<file path="src/rtl/alu_seq.sv">
// rtl/alu_seq.sv - sequential ALU with single-cycle logic/arith/shift ops and iterative MUL/DIV/MOD
module alu_seq #(
  parameter int M = 4
) (
  input  logic         clk,
  input  logic         rst_n,
  input  logic         start,
  input  logic [3:0]   op,
  input  logic [M-1:0] A,
  input  logic [M-1:0] B,
  output logic [M-1:0] R,
  output logic         C,
  output logic         N,
  output logic         V,
  output logic         Z,
  output logic         busy,
  output logic         done
);

  localparam int CW = $clog2(M + 1);
  localparam logic [CW-1:0] CNT_LAST = CW'(M);
  localparam logic [M-1:0]  M_VAL    = M'(M);

  typedef enum logic [1:0] {IDLE, CALC, DONE} state_t;

  state_t        state, state_nxt;
  logic [CW-1:0] cnt;
  logic [3:0]    op_r;
  logic [M-1:0]  a_r, b_r;
  logic [2*M-1:0] prod, mcand;
  logic [M-1:0]  mplier;
  logic [M-1:0]  rem, quo;
  logic [M:0]    div_trial, div_diff;
  logic          accept, multi, last, finish;
  logic [M:0]    sum, shl, shr;
  logic [M-1:0]  diff;
  logic          shift_big;
  logic [M-1:0]  res;
  logic          c_res, v_res;

  always_comb begin
    accept = start && (state != CALC);
    multi  = op_r inside {4'd7, 4'd8, 4'd9};
    last   = (cnt == CNT_LAST);
    finish = (state == CALC) && (!multi || last);
  end

  always_comb begin
    state_nxt = state;
    case (state)
      IDLE:    if (start) state_nxt = CALC;
      CALC:    if (finish) state_nxt = DONE;
      DONE:    state_nxt = start ? CALC : IDLE;
      default: state_nxt = IDLE;
    endcase
  end

  // busy rises one edge after acceptance, so the first CALC cycle (cnt==0) reads as idle
  always_comb begin
    busy = (state == CALC) && multi && (cnt != '0);
    done = (state == DONE);
  end

  // The sign of the trial subtraction decides each restoring-division quotient bit
  always_comb begin
    div_trial = {rem, quo[M-1]};
    div_diff  = div_trial - {1'b0, b_r};
  end

  always_comb begin
    sum       = {1'b0, a_r} + {1'b0, b_r};
    diff      = a_r - b_r;
    shl       = {1'b0, a_r} << b_r;
    shr       = {a_r, 1'b0} >> b_r;
    shift_big = (b_r >= M_VAL);
    res       = '0;
    c_res     = 1'b0;
    v_res     = 1'b0;
    case (op_r)
      4'd0: res = a_r & b_r;
      4'd1: res = a_r | b_r;
      4'd2: res = a_r ^ b_r;
      4'd3: begin
        res   = sum[M-1:0];
        c_res = sum[M];
        v_res = (a_r[M-1] == b_r[M-1]) && (sum[M-1] != a_r[M-1]);
      end
      4'd4: begin
        res   = diff;
        c_res = (a_r >= b_r);
        v_res = (a_r[M-1] != b_r[M-1]) && (diff[M-1] != a_r[M-1]);
      end
      4'd5: begin
        res   = shift_big ? '0 : shl[M-1:0];
        c_res = !shift_big && shl[M];
      end
      4'd6: begin
        res   = shift_big ? '0 : shr[M:1];
        c_res = !shift_big && shr[0];
      end
      4'd7: begin
        res   = prod[M-1:0];
        c_res = |prod[2*M-1:M];
      end
      4'd8: begin
        res   = quo;
        v_res = (b_r == '0);
      end
      4'd9: begin
        res   = rem;
        v_res = (b_r == '0);
      end
      default: res = '0;
    endcase
  end

  always_ff @(posedge clk) begin
    if (!rst_n) begin
      state  <= IDLE;
      cnt    <= '0;
      op_r   <= '0;
      a_r    <= '0;
      b_r    <= '0;
      prod   <= '0;
      mcand  <= '0;
      mplier <= '0;
      rem    <= '0;
      quo    <= '0;
      R      <= '0;
      C      <= 1'b0;
      N      <= 1'b0;
      V      <= 1'b0;
      Z      <= 1'b1;
    end else begin
      state <= state_nxt;
      if (accept) begin
        op_r   <= op;
        a_r    <= A;
        b_r    <= B;
        cnt    <= '0;
        prod   <= '0;
        mcand  <= {{M{1'b0}}, A};
        mplier <= B;
        rem    <= '0;
        quo    <= A;
      end else if (state == CALC) begin
        // Multiplier and divider both advance every step; op_r picks which result is used
        if (multi && !last) begin
          cnt    <= cnt + CW'(1);
          prod   <= mplier[0] ? prod + mcand : prod;
          mcand  <= mcand << 1;
          mplier <= mplier >> 1;
          quo    <= {quo[M-2:0], ~div_diff[M]};
          rem    <= div_diff[M] ? div_trial[M-1:0] : div_diff[M-1:0];
        end
        if (finish) begin
          R <= res;
          C <= c_res;
          V <= v_res;
          N <= res[M-1];
          Z <= (res == '0);
        end
      end
    end
  end

endmodule

</file>
<file path="config.mk">
export PLATFORM = sky130hd
export DESIGN_NAME = alu_seq
export DESIGN_NICKNAME = d
export VERILOG_FILES = /design/src/rtl/alu_seq.sv
export SDC_FILE = /design/constraint.sdc
export NUM_CORES = 1
export LEC_CHECK = 0
export CORE_MARGIN = 4
export CORE_UTILIZATION = 25
export DETAILED_ROUTE_END_ITERATION = 10
export PLACE_DENSITY = 0.4
export RECOVER_POWER = 100
export SLEW_MARGIN = 40
export SYNTH_ARGS = -nofsm -noshare
export SYNTH_HDL_FRONTEND = slang
export SYNTH_SLANG_ARGS = --single-unit
</file>
<file path="constraint.sdc">
create_clock -name clk -period 3.1 [get_ports clk]
set_input_delay 0.465 -clock clk [delete_from_list [all_inputs] [get_ports clk]]
set_output_delay 0.465 -clock clk [all_outputs]
set_load 0.005 [all_outputs]
</file>
== Yosys cells after proc, flatten, opt, wreduce, memory -nomap -nowiden ==
Index checks and enable logic that the tools add are counted.

* Word-level logic and storage cells: 98
* Latch bits: 0
* Memory bits (read-only): 0
* Memories: 0
* Flip-flop bits (word level): 53
* RAM bits: 0

* Shifts and indexed selects: 2
* Multipliers: 0
* Add/sub/neg operators: 5
* Bitwise gates (word level): 6
* Reduce and logical (&&, ||, !) cells: 29
* Multiplexer cells: 19
* Order comparisons: 2
* Divide/modulo/power cells: 0
* Eq/ne operators: 19

{| class="wikitable"
|+ Operators by type and width
! operator !! number
|-
| 2-to-1 mux 4 bit || 12
|-
| case mux 4 bit (10 select lines) || 1
|-
| == test 4 x 3 -> 1 bit, second input constant || 4
|-
| zero test 4 bit || 3
|-
| logical AND 1 bit || 9
|-
| adder 8 bit || 1
|-
| == test 4 x 2 -> 1 bit, second input constant || 2
|-
| == test 4 bit, second input constant || 2
|-
| case mux 2 bit (3 select lines) || 1
|-
| AND reduction 2 bit || 3
|-
| AND reduction 3 bit || 2
|-
| nonzero test 3 bit || 2
|-
| adder 4 x 4 -> 5 bit || 1
|-
| case mux 1 bit (5 select lines) || 1
|-
| left shift 4 x 4 -> 5 bit || 1
|-
| >> shifter 5 x 4 -> 5 bit || 1
|-
| subtractor 5 x 4 -> 5 bit || 1
|-
| bitwise AND 4 bit || 1
|-
| == test 4 x 1 -> 1 bit, second input constant || 1
|-
| greater-or-equal comparator 4 x 3 -> 1 bit, second input constant || 1
|-
| greater-or-equal comparator 4 bit || 1
|-
| 2-to-1 mux 2 bit || 2
|-
| != test 2 bit, second input constant || 2
|-
| OR 4 bit || 1
|-
| 18 further kinds || 26
|}

== Depth between registers and ports, before layout ==
* Word-level depth: 7
* Mapped depth: 10

== Least setup slack after synthesis ==
Ideal clock, no wire load.

* Path type: reg-to-reg
* Start point: register b_r[1]
* End point: register Z
* Data required time: 3.007 ns
* Stages on the path, launching flop included: 11
* Slack: 0.536 ns
* Arrival: 2.471 ns
* Cells stage by stage: dfxtp_1 buf_2 clkbuf_1 inv_1 ha_1 a21o_1 a21oi_1 o32a_1 o2111ai_1 or2_1 o311ai_2

* Longest elaborated chain between the ends: 4
* Elaborated cells between the ends (all ways): 12

{| class="wikitable"
|+ RTL lines
! what !! line !! text
|-
| start, declared || 29 || <nowiki>logic [M-1:0] a_r, b_r;</nowiki>
|-
| start signal, assigned || 123 || <nowiki>b_r <= '0;</nowiki>
|-
| start signal, assigned || 139 || <nowiki>b_r <= B;</nowiki>
|-
| greater-or-equal comparator 4 x 3 -> 1 bit (tied with other cells) || 75 || <nowiki>shift_big = (b_r >= M_VAL);</nowiki>
|-
| 2-to-1 mux 4 bit, on equally long branches || 98, 94 ||
|-
| case mux 4 bit (10 select lines) * || 79 || <nowiki>case (op_r)</nowiki>
|-
| zero test 4 bit * || 161 || <nowiki>Z <= (res == '0);</nowiki>
|-
| end signal, assigned || 161 ||
|-
| end, declared || 15 || <nowiki>output logic Z,</nowiki>
|}

Every way passes the cells marked *; elsewhere a longest branch is shown, timed or not.
A chain may end at the register's enable or synchronous reset.

== Final worst setup path ==
* Start point: register op_r[2]
* End point: output busy

* Longest elaborated chain between the ends: 4
* Elaborated cells between the ends (all ways): 6

{| class="wikitable"
|+ RTL lines
! what !! line !! text
|-
| start, declared || 28 || <nowiki>logic [3:0] op_r;</nowiki>
|-
| start signal, assigned || 137 || <nowiki>op_r <= op;</nowiki>
|-
| == test 4 x 3 -> 1 bit or == test 4 bit (tied branches) || 43 || <nowiki>multi = op_r inside {4'd7, 4'd8, 4'd9};</nowiki>
|-
| nonzero test 3 bit * || 43 ||
|-
| logical AND 1 bit * (2 in a row) || 60 || <nowiki>busy = (state == CALC) && multi && (cnt != '0);</nowiki>
|-
| end, declared || 16 || <nowiki>output logic busy,</nowiki>
|}

Marks and branches as above.

==> impl_metrics.csv <==
group,metric,value,unit
synth,synth-edff-count,0,
clocking,cts.sinks,52,
clocking,cts_buffers,5,
cells_and_area,fillers,1460,
worst_setup_path,path_buf_inv,1,
floorplan,die_w,124.2,um
clocking,ctsHoldBuffers,0,
worst_hold_path,worstHoldStart,"mplier[3]",
timing,period_needed,2.694,ns
worst_setup_path,worstSetupStartpoint,"op_r[2]",
synth,yosysSeqAreaShare,0.3083,
clocking,cts_setup_buffers,0,
floorplan,initial_core_util,0.2550,
cells_and_area,synthToLayoutAreaGrowth,15.97,%
place,place_congestion,0.8035,
timing,fin_crit_sh,0.8691,
global_route,antenna_found_initial,0,
cells_and_area,final_area,0.003916,mm^2
synth,synthArstFlopShare,0,
worst_hold_path,hp-class,"flop to flop",
synth,yosysWarnings,0,
synth,synthFlopType,"dfxtp_1",
clocking,clk_latency,0.30,ns
worst_setup_path,crit_path_end_kind,"output pin",
clocking,clk_pin_slew_worst_paths,0.07,ns
timing,maxSlewViolCount,0,
timing,rsz0062_at_grt,"false",
global_route,grt_first_pass_wirelength,15520,um
synth,syn-num-nets,449,
drt,drcViolationCount,0,
global_route,grt_pass1_vias,2818,
clocking,cts_repair_resize_count,0,
worst_setup_path,worstSetupPathType,"flop to output pin",
drt,vias,2824,
global_route,grt_usage,0.1236,
floorplan,die_h,124.2,um
clocking,cts_tree,"yes",
timing,tns,0,ns
floorplan,std_cell_rows,42,
timing,setup_slack,0.4058,ns
worst_setup_path,worstPathArrival,2.23,ns
timing,skew,0.008311,ns
cells_and_area,diodes,0,
place,placedCellCount,590,
drt,wl_per_cell,15.49,um
cells_and_area,drive_gt1_frac,0.06872,
worst_setup_path,r2r_start,"b_r[0]",
worst_setup_path,worstPathCellList,"and4b_1 > nor2_1 > nor3_1 > dlygate4sd3_1",
floorplan,dieArea,0.01543,mm^2
synth,synth-seq-cells,52,
clocking,root_buffer,"clkbuf_16",
floorplan,core,0.01324,mm^2
place,numPortBuffers,24,
drt,vias_per_cell,4.722,
cells_and_area,final_util,0.2957,
global_route,grt_max_degree,20,
clocking,clk_path_buf_depth,2,
worst_setup_path,crit_slowest_cell,"dfxtp_1",
synth,netlist_instances,404,
timing,setup_viol,0,
worst_setup_path,required,2.63,ns
place,dp_slack,0.5567,ns
place,place_area,0.003791,mm^2
cells_and_area,layout_commonest_cell,"nand2_1",
timing,worst_pin_slew,0.8965,ns
synth,synth.avg_cell_area,8.359,um^2
synth,yosys.cell_types.count,63,
global_route,grt_overflow_total,0,
drt,ant_nets,0,
timing,max_freq,371.2,MHz
clocking,htree_num_levels,2,
timing,slew_headroom,0.4001,
worst_setup_path,max_stage_delay,0.69,ns
drt,totalWireLength,9261,um
drt,drt_first_pass_iters,4,
power,power_density,404.2,mW/mm^2
run_status,status,"completed",
cells_and_area,mostFrequentLayoutCells,"59 x nand2_1, 52 x dfxtp_1, 34 x nor2_1, 31 x a21oi_1",
cells_and_area,nets,466,
worst_setup_path,crit_family,"flip-flops",
power,power_leakage,1.463,nW
power,ir_worst_vdd,0.0001967,V
drt,drtIter0Drc,165,
flow_run,maxCapViolations,0,
floorplan,ios,25,
worst_setup_path,start_kind,"flop",
worst_setup_path,worstPathMaxFanout,19,
cells_and_area,final_cells,598,
timing,hold_violations,0,
synth,synth_area,0.003377,mm^2
place,dpl.hpwl,7337,um
==> cell type report <==
cell class / count / area [um^2] / share of cell area
multi-input cells: 301 / 2103 / 0.5371
inverters: 27 / 101.3 / 0.02588
clock buffers: 5 / 125.1 / 0.03195
clock inverters: 3 / 21.27 / 0.005431
well taps: 176 / 220.2 / 0.05623
flip-flops and latches: 52 / 1041 / 0.2658
repair buffers: 34 / 304.0 / 0.07764
==> registers in the layout, summed over array words and instances (netlist names) <==
signal / flops
state: 2
mplier: 4
rem: 4
R: 4
quo: 4
b_r: 4
C: 1
V: 1
a_r: 4
op_r: 4
cnt: 3
Z: 1
prod: 8
mcand: 8
==> cell usage after synthesis (8+ instances only) <==
cell	number	area share
nor2b_1	10	0.019
ha_1	26	0.096
xnor2_1	10	0.026
a21oi_1	31	0.046
nand2_1	59	0.066
buf_2	10	0.015
o21ai_0	14	0.021
dfxtp_1	52	0.31
a31oi_1	8	0.015
inv_1	26	0.029
clkbuf_1	10	0.011
nor2_1	33	0.037
mux2i_1	12	0.036
==> worst reg2reg max path, stage by stage, from the launching register on <==
cell and delay (ns):
dfxtp_1 0.62, ha_1 0.32, inv_1 0.08, fa_1 0.48
a2111oi_0 0.10, a311oi_1 0.36, nand3_1 0.15, o311ai_0 0.37
==> power by group <==
| part | switching [mW] | internal (mW) | total [mW] |
|---|---|---|---|
| registers | 0.0392 | 0.696 | 0.735 |
| logic | 0.149 | 0.124 | 0.273 |
| clock network | 0.274 | 0.302 | 0.575 |
| total | 0.462 | 1.12 | 1.58 |
==> layer usage <==
| metal | track usage | part of all wire | wire length [um] | vias to the layer above |
|---|---|---|---|---|
| met5 | 0 | 0 | 0 | - |
| met2 | 0.2102 | 0.49 | 4507 | 40 |
| met3 | 0.02191 | 0.029 | 273 | 6 |
| met1 | 0.1640 | 0.48 | 4400 | 1329 |
| met4 | 0.02643 | 0.0085 | 79 | 0 |
| li1 | - | - | - | 1449 |
==> cell families after synthesis <==
| logic type | synth area share |
|---|---|
| compound gates | 0.2071 |
| xor+xnor | 0.03372 |
| fa+ha+maj | 0.1200 |
| flops | 0.3083 |
| simple gates | 0.1927 |
| buf+inv | 0.06595 |
| mux | 0.07225 |
==> path summary, 6_finish.rpt <==
kind | end | slack, ns | cells past startpoint
worst max-delay path | busy | 0.41 | 4
worst min-delay path | mplier[3] | 0.46 | 2
worst max register to register | Z | 0.51 | 7
worst min register to register | mplier[3] | 0.46 | 2
==> metrics by stage <==
| step | total power [mW] | hold WS (ns) |
|---|---|---|
| 5_1_grt | 1.679 | 0.4960 |
| 3_3_place_gp | 1.034 | 0.4527 |
| 4_1_cts | 1.623 | 0.4654 |
| 6_report | 1.583 | 0.4621 |
| 2_1_floorplan | 0.9321 | 0.4366 |
| 3_5_place_dp | 1.034 | 0.4558 |
Note: power is estimated with default switching activity, not from simulation.
